$ cat src/rtl/axil_reg_pkg.sv
// Shared constants, channel state type and byte-merge helper for the AXI4-Lite register slave.
package axil_reg_pkg;

   localparam int         REG_W       = 32;
   localparam logic [1:0] RESP_OKAY   = 2'b00;
   localparam logic [1:0] RESP_SLVERR = 2'b10;

   typedef enum logic {
      ST_IDLE = 1'b0,
      ST_RESP = 1'b1
   } chan_state_e;

   function automatic logic [REG_W-1:0] apply_wstrb(
      input logic [REG_W-1:0]   old,
      input logic [REG_W-1:0]   data,
      input logic [REG_W/8-1:0] strb
   );
      logic [REG_W-1:0] merged;
      merged = old;
      for (int b = 0; b < REG_W/8; b++) begin
         if (strb[b]) merged[8*b +: 8] = data[8*b +: 8];
      end
      return merged;
   endfunction

endpackage

$ cat src/rtl/axil_reg_slave.sv
// AXI4-Lite register bank: RW control registers on reg_out, RO registers read live status_in.
module axil_reg_slave
   import axil_reg_pkg::*;
#(
   parameter int                  NUM_REGS   = 16,
   parameter int                  ADDR_WIDTH = 12,
   parameter logic [NUM_REGS-1:0] RO_MASK    = '0
) (
   input  logic                      axilite_clk,
   input  logic                      axilite_aresetn,
   input  logic [ADDR_WIDTH-1:0]     s_axil_awaddr,
   input  logic [2:0]                s_axil_awprot,
   input  logic                      s_axil_awvalid,
   output logic                      s_axil_awready,
   input  logic [31:0]               s_axil_wdata,
   input  logic [3:0]                s_axil_wstrb,
   input  logic                      s_axil_wvalid,
   output logic                      s_axil_wready,
   output logic [1:0]                s_axil_bresp,
   output logic                      s_axil_bvalid,
   input  logic                      s_axil_bready,
   input  logic [ADDR_WIDTH-1:0]     s_axil_araddr,
   input  logic [2:0]                s_axil_arprot,
   input  logic                      s_axil_arvalid,
   output logic                      s_axil_arready,
   output logic [31:0]               s_axil_rdata,
   output logic [1:0]                s_axil_rresp,
   output logic                      s_axil_rvalid,
   input  logic                      s_axil_rready,
   output logic [NUM_REGS*32-1:0]    reg_out,
   input  logic [NUM_REGS*32-1:0]    status_in,
   output logic [NUM_REGS-1:0]       wr_pulse
);

   localparam int IDX_W = ADDR_WIDTH - 2;

   chan_state_e           wr_state_q, wr_state_d, rd_state_q, rd_state_d;
   logic                  en_q;
   logic                  aw_held_q, aw_held_d, w_held_q, w_held_d;
   logic [IDX_W-1:0]      aw_idx_q, aw_idx_d;
   logic [REG_W-1:0]      wdata_q, wdata_d;
   logic [3:0]            wstrb_q, wstrb_d;
   logic [1:0]            bresp_q, bresp_d, rresp_q, rresp_d;
   logic [REG_W-1:0]      rdata_q, rdata_d;
   logic [NUM_REGS-1:0]   wr_pulse_q, wr_pulse_d;
   logic [REG_W-1:0]      regs_q [NUM_REGS];
   logic [REG_W-1:0]      regs_d [NUM_REGS];

   logic                  aw_hs, w_hs, b_hs, ar_hs, r_hs, commit;
   logic [IDX_W-1:0]      wr_idx, rd_idx;
   logic [REG_W-1:0]      wr_data;
   logic [3:0]            wr_strb;
   logic                  unused_inputs;

   // en_q keeps every ready low while reset is asserted
   assign s_axil_awready = en_q && !aw_held_q && (wr_state_q == ST_IDLE);
   assign s_axil_wready  = en_q && !w_held_q && (wr_state_q == ST_IDLE);
   assign s_axil_arready = en_q && (rd_state_q == ST_IDLE);
   assign s_axil_bvalid  = (wr_state_q == ST_RESP);
   assign s_axil_rvalid  = (rd_state_q == ST_RESP);
   assign s_axil_bresp   = bresp_q;
   assign s_axil_rresp   = rresp_q;
   assign s_axil_rdata   = rdata_q;
   assign wr_pulse       = wr_pulse_q;

   assign aw_hs = s_axil_awvalid && s_axil_awready;
   assign w_hs  = s_axil_wvalid && s_axil_wready;
   assign b_hs  = s_axil_bvalid && s_axil_bready;
   assign ar_hs = s_axil_arvalid && s_axil_arready;
   assign r_hs  = s_axil_rvalid && s_axil_rready;

   // Commit looks through to a same-cycle handshake so bvalid follows the later handshake by one cycle
   assign wr_idx  = aw_hs ? s_axil_awaddr[ADDR_WIDTH-1:2] : aw_idx_q;
   assign wr_data = w_hs ? s_axil_wdata : wdata_q;
   assign wr_strb = w_hs ? s_axil_wstrb : wstrb_q;
   assign commit  = (aw_held_q || aw_hs) && (w_held_q || w_hs) && (wr_state_q == ST_IDLE);
   assign rd_idx  = s_axil_araddr[ADDR_WIDTH-1:2];

   assign unused_inputs = ^{s_axil_awprot, s_axil_arprot, s_axil_awaddr[1:0], s_axil_araddr[1:0]};

   always_comb begin
      aw_held_d  = aw_held_q;
      w_held_d   = w_held_q;
      aw_idx_d   = aw_idx_q;
      wdata_d    = wdata_q;
      wstrb_d    = wstrb_q;
      wr_state_d = wr_state_q;
      bresp_d    = bresp_q;
      wr_pulse_d = '0;
      regs_d     = regs_q;
      if (aw_hs) begin
         aw_held_d = 1'b1;
         aw_idx_d  = s_axil_awaddr[ADDR_WIDTH-1:2];
      end
      if (w_hs) begin
         w_held_d = 1'b1;
         wdata_d  = s_axil_wdata;
         wstrb_d  = s_axil_wstrb;
      end
      if (b_hs) begin
         aw_held_d = 1'b0;
         w_held_d  = 1'b0;
      end
      if (commit) begin
         wr_state_d = ST_RESP;
         bresp_d    = RESP_SLVERR;
         for (int i = 0; i < NUM_REGS; i++) begin
            if (wr_idx == IDX_W'(i) && !RO_MASK[i]) begin
               regs_d[i]     = apply_wstrb(regs_q[i], wr_data, wr_strb);
               wr_pulse_d[i] = 1'b1;
               bresp_d       = RESP_OKAY;
            end
         end
      end else if (b_hs) begin
         wr_state_d = ST_IDLE;
      end
   end

   always_comb begin
      rd_state_d = rd_state_q;
      rdata_d    = rdata_q;
      rresp_d    = rresp_q;
      if (ar_hs) begin
         rd_state_d = ST_RESP;
         rdata_d    = '0;
         rresp_d    = RESP_SLVERR;
         for (int i = 0; i < NUM_REGS; i++) begin
            if (rd_idx == IDX_W'(i)) begin
               rresp_d = RESP_OKAY;
               rdata_d = RO_MASK[i] ? status_in[REG_W*i +: REG_W] : regs_q[i];
            end
         end
      end else if (r_hs) begin
         rd_state_d = ST_IDLE;
      end
   end

   always_comb begin
      reg_out = '0;
      for (int i = 0; i < NUM_REGS; i++) begin
         if (!RO_MASK[i]) reg_out[REG_W*i +: REG_W] = regs_q[i];
      end
   end

   always_ff @(posedge axilite_clk or negedge axilite_aresetn) begin
      if (!axilite_aresetn) begin
         en_q       <= 1'b0;
         wr_state_q <= ST_IDLE;
         rd_state_q <= ST_IDLE;
         aw_held_q  <= 1'b0;
         w_held_q   <= 1'b0;
         aw_idx_q   <= '0;
         wdata_q    <= '0;
         wstrb_q    <= '0;
         bresp_q    <= '0;
         rresp_q    <= '0;
         rdata_q    <= '0;
         wr_pulse_q <= '0;
         for (int i = 0; i < NUM_REGS; i++) regs_q[i] <= '0;
      end else begin
         en_q       <= 1'b1;
         wr_state_q <= wr_state_d;
         rd_state_q <= rd_state_d;
         aw_held_q  <= aw_held_d;
         w_held_q   <= w_held_d;
         aw_idx_q   <= aw_idx_d;
         wdata_q    <= wdata_d;
         wstrb_q    <= wstrb_d;
         bresp_q    <= bresp_d;
         rresp_q    <= rresp_d;
         rdata_q    <= rdata_d;
         wr_pulse_q <= wr_pulse_d;
         for (int i = 0; i < NUM_REGS; i++) regs_q[i] <= regs_d[i];
      end
   end

endmodule
$ cat config.mk
export PLATFORM = sky130hd
export DESIGN_NAME = axil_reg_slave
export DESIGN_NICKNAME = d
export VERILOG_FILES = /design/src/rtl/axil_reg_pkg.sv /design/src/rtl/axil_reg_slave.sv
export SDC_FILE = /design/constraint.sdc
export NUM_CORES = 1
export LEC_CHECK = 0
export BUFFER_PORTS_ARGS = -buffer_cell sky130_fd_sc_hd__buf_2
export CAP_MARGIN = 25
export CORE_AREA = 5 5 440 442
export DETAILED_ROUTE_END_ITERATION = 16
export DIE_AREA = 0 0 445 447
export PLACE_DENSITY = 0.34
export SLEW_MARGIN = 20
export SYNTH_ARGS = -nofsm -noshare
export SYNTH_HDL_FRONTEND = slang
export SYNTH_SLANG_ARGS = --single-unit
$ cat constraint.sdc
create_clock -name axilite_clk -period 2.8 [get_ports axilite_clk]
set_input_delay 0.14 -clock axilite_clk [delete_from_list [all_inputs] [get_ports axilite_clk]]
set_output_delay 0.14 -clock axilite_clk [all_outputs]
set_load 0.03 [all_outputs]
* Word level (Yosys, flattened, before mapping) *
Index checks and enable logic that the tools add are counted.

operators by class
  mux-type cells = 76
  eq/ne operators = 30
  bitwise gates (word level) = 2
  reduce and logical (&&, ||, !) cells = 86

operators by type and width
  kind                                                                     count
  32-bit two-way mux                                                       17
  3-bit AND reduction                                                      64
  10-bit by 4-bit equality test with 1-bit output (second input constant)  16
  10-bit by 3-bit equality test with 1-bit output (second input constant)  8
  2-bit two-way mux                                                        32
  10-bit by 2-bit equality test with 1-bit output (second input constant)  4
  1-bit two-way mux                                                        24
  10-bit by 1-bit equality test with 1-bit output (second input constant)  2
  10-bit logical NOT                                                       2
  16-bit two-way mux                                                       1
  1-bit logical AND                                                        12
  10-bit two-way mux                                                       1
  2-bit nonzero test                                                       4
  4-bit two-way mux                                                        1
  1-bit logical NOT                                                        2
  1-bit logical OR                                                         2
  1-bit inverter                                                           2

word-level totals
  bits in registers = 615
  input bits = 585
  output and inout port bits = 569
  word-level logic and storage cells = 270

* Logic depth before layout (Yosys ltp) *
  depth after elaboration = 22
  mapped depth = 10

* Worst setup path after synthesis *
Ideal clock, no wire load.

  path type = flip-flop to flip-flop
  from = reg wr_state_q (netlist: s_axil_bvalid)
  to = reg regs_q, in the netlist reg_out[418]
  path buffers = 2
  setup time = 128 ps
  cell stages (with the launch flop) = 9
  slack = 383 ps
  data arrival time = 2290 ps
  data required time = 2672 ps
  path through = dfrtp_1 > nand2b_1 > nor3b_2 > buf_4 > mux2i_2 > nor2_1 > and2_1 > buf_2 > mux2_1

on the way
  word-level cells in the longest chain between the ends = 7

ends and longest elaborated chain
  what                                                                        RTL line                                                          text
  from (decl)                                                                 axil_reg_slave.sv:37                                              chan_state_e wr_state_q, wr_state_d, rd_state_q, rd_state_d;
  from (signal assigned)                                                      axil_reg_slave.sv:162                                             wr_state_q <= wr_state_d;
  1-bit inverter (*)                                                          axil_reg_slave.sv:56, axil_reg_slave.sv:57, axil_reg_slave.sv:76
  parallel branches: the longest is 6 deep, another holds 10-bit two-way mux  --
  to (decl)                                                                   axil_reg_slave.sv:46                                              logic [REG_W-1:0] regs_q [NUM_REGS];

Mark *: on every way between the ends.
A chain may end at the register's enable or synchronous reset.

* Final worst setup path *
  from = reg wr_state_q (netlist: s_axil_bvalid)
  to = reg regs_q, in the netlist reg_out[484]

The elaborated chain is that of the path after synthesis.

==> results_dict.tcl <==
set metrics [dict create \
    cts.path.max_buffers 3 \
    fin_tns_setup_ns 0 \
    numCtsBuffers 84 \
    hold_viol_final 0 \
    final_cells 5715 \
    vias 23800 \
    rows 160 \
    synth_most_common_cell "dfrtp_1" \
    synth_edf_count 0 \
    ant_nets 0 \
    ys_async_sr_fraction 1.00 \
    required_ns 3.37 \
    cts_tree "built" \
    clock_sinks 613 \
    drc 0 \
    die_h_um 447 \
    ys_seq_elements 613 \
    yosysTopAreaCellShare 0.543 \
    syn-cell-area_um2 28300 \
    grt_first_pass_wirelength_mm 240 \
    place.port_buffers 629 \
    setup_violations 0 \
    die_x_um 445 \
    routed_wl_mm 185 \
    yosys_warnings 0 \
    cts_htree_levels 3 \
    cap_violations 0 \
    syn_to_final_growth_pct 43.5 \
    synth_top_area_cell "dfrtp_1" \
    dp_cells 5496 \
    pwr_density_cell_nw_per_um2 746 \
    drt-initial-drc-count 1532 \
    clkLatencyLatePin_ns 0.71 \
    slew_headroom 0.299 \
    core_um2 189000 \
    path_clk_slew_ns 0.06 \
    slew_violations 0 \
    rsz0062_at_grt "false" \
    final_core_util 0.215 \
    fin_crit_ns 2.71 \
    gp_congestion 0.825 \
    crit_path_end_kind "flip-flop" \
    whs_path_depth 3 \
    drt_pass1_iterations 5 \
    route.detailed.wl_per_inst_um 32.4 \
    min-delay-start "s_axil_arvalid" \
    avgSynthCellArea_um2 12.6 \
    status "finished, final reports clean" \
    arrival_ns 3.28 \
    start_kind "flip-flop" \
    r2r-end "reg_out[484]" \
    synthFlopType "dfrtp_1" \
    drive_above_1_share 0.471 \
    regToRegSetupSlack_ns 0.09 \
    hold_class "input pin to flip-flop" \
    initial_utilization 0.149 \
    max_slew.worst_pin.slew_ns 1.04 \
    layout.nets 3722 \
    critPathKind "flip-flop to flip-flop" \
    grt-ovfl-total 0 \
    vias_per_cell 4.17 \
    finalCritPeriodShare 0.969 \
    grt_usage 0.181 \
    holdPathEnd "s_axil_rvalid" \
    place_hpwl_mm 145 \
    ys_types 86 \
    dieArea_um2 199000 \
    antenna_found_initial 14 \
    fin_skew_ns 0.0267 \
    synth_commonest_cells "dfrtp_1, mux2_2, mux2_1, nor2_1, a21oi_1" \
    synth_cells 2236 \
    yosysSeqAreaShare 0.543 \
    root_buffer "clkbuf_16" \
    ir_worst_vdd_uv 422 \
    r2r.worst_path.cells 8 \
    netlist_top_cells_area "dfrtp_1, mux2_2, mux2_1" \
    first_global_vias 23800 \
    regToRegStartpoint "s_axil_bvalid" \
    path_max_fanout 15 \
    grt_max_degree 48 \
    fmax_ghz 0.369 \
    io_pins 1154 \
    p_leak_nw 20.3 \
]
==> layer usage <==
layer	GRT usage	up-vias	wire, um
met5	0	-	0
met4	0.0948	0	10700
met3	0.0258	226	7470
met2	0.315	781	92700
met1	0.216	12700	74500
li1	-	10200	-
==> repair_timing <==
| item | in CTS | in global routing |
|---|---|---|
| setup buffers | 4 | 1 |
| hold buffers | 61 | 0 |
| hold endpoints to repair | 390 | 0 |
| endpoints found under the setup margin | 126 | 74 |
| pin swaps | 2 | 1 |
| resized for setup | 0 | 5 |
==> registers in the layout, summed over array words and instances (netlist names) <==
signal and count:
wstrb_q 4, aw_held_q 1, s_axil_bvalid 1, reg_out 512, wdata_q 32, s_axil_bresp 1, s_axil_rvalid 1, en_q 1
aw_idx_q 10, wr_pulse 16, s_axil_rresp 1, s_axil_rdata 32, w_held_q 1
==> critical path, cell delays in order (launching register included) <==
cell and delay [ns]:
dfrtp_1 0.47, nor4bb_4 0.40, buf_12 0.19, nand4_1 0.17, a21oi_4 0.34, buf_12 0.21
and2_1 0.24, buf_12 0.20, mux2_2 0.34
==> power breakdown <==
part           switching (W)  internal, W  total, W
clock                0.00460      0.00635    0.0109
combinational        0.00594      0.00233   0.00827
sequential          0.000975       0.0101    0.0110
total                 0.0115       0.0188    0.0303
==> final cells by class <==
class                   count  area [um2]
clock inverters            26         317
repair buffers            963        6990
flip-flops and latches    613       15300
clock buffers             121        2440
inverters                  18        67.6
well taps                2511        3140
diodes                      6        15.0
multi-input cells        1457       12300
fillers                 20600      149000
==> worst max-delay path by stage <==
stage | from | to
detailed placement | s_axil_bvalid | reg_out[13]
floorplan | s_axil_bvalid | reg_out[418]
global route | aw_idx_q[6] | reg_out[334]
CTS | s_axil_bvalid | reg_out[509]
global placement | s_axil_bvalid | reg_out[10]
finish | s_axil_bvalid | reg_out[484]
==> cells in the final DEF, fill, tap and decap left out, types with 19 or more instances in the layout <==
cell	instances
nand2_2	41
a22o_1	19
buf_12	93
buf_4	182
o221ai_1	19
mux2_2	359
mux2_1	219
o21ai_0	79
dlygate4sd3_1	60
a211oi_1	21
a22oi_1	36
o22ai_1	24
a21oi_1	98
buf_2	626
a31oi_1	20
dfrtp_1	613
nor2b_1	21
clkbuf_8	20
clkbuf_16	84
nor2_1	102
nand2_1	80
a221oi_1	24
==> metrics by stage <==
stage / hold WS [ns] / setup slack (ns) / total power, W / instance area (um2)
finish: 0.0234 / 0.0867 / 0.0303 / 40600
floorplan: -0.156 / 0.383 / 0.0153 / 28300
CTS: 0.00346 / 0.0170 / 0.0308 / 40500
detailed placement: 0.210 / -0.0713 / 0.0194 / 37100
global placement: 0.213 / -0.0835 / 0.0194 / 37100
global route: 0.0414 / 0.00272 / 0.0315 / 40600
==> logic make-up (layout without fill, tap and decap cells) <==
| kind of cell | Yosys count | count (layout) | synth area share |
|---|---|---|---|
| muxes | 598 | 598 | 0.239 |
| buffers and inverters | 167 | 1128 | 0.0276 |
| and+or+nand+nor | 411 | 411 | 0.0802 |
| xor gates and xnor gates | 1 | 1 | 0.000310 |
| other | 2 | 9 | 0.000266 |
| DFF | 613 | 613 | 0.543 |
| AOI/OAI and AO/OA | 444 | 444 | 0.110 |
Power figures use the tool's default switching activity.
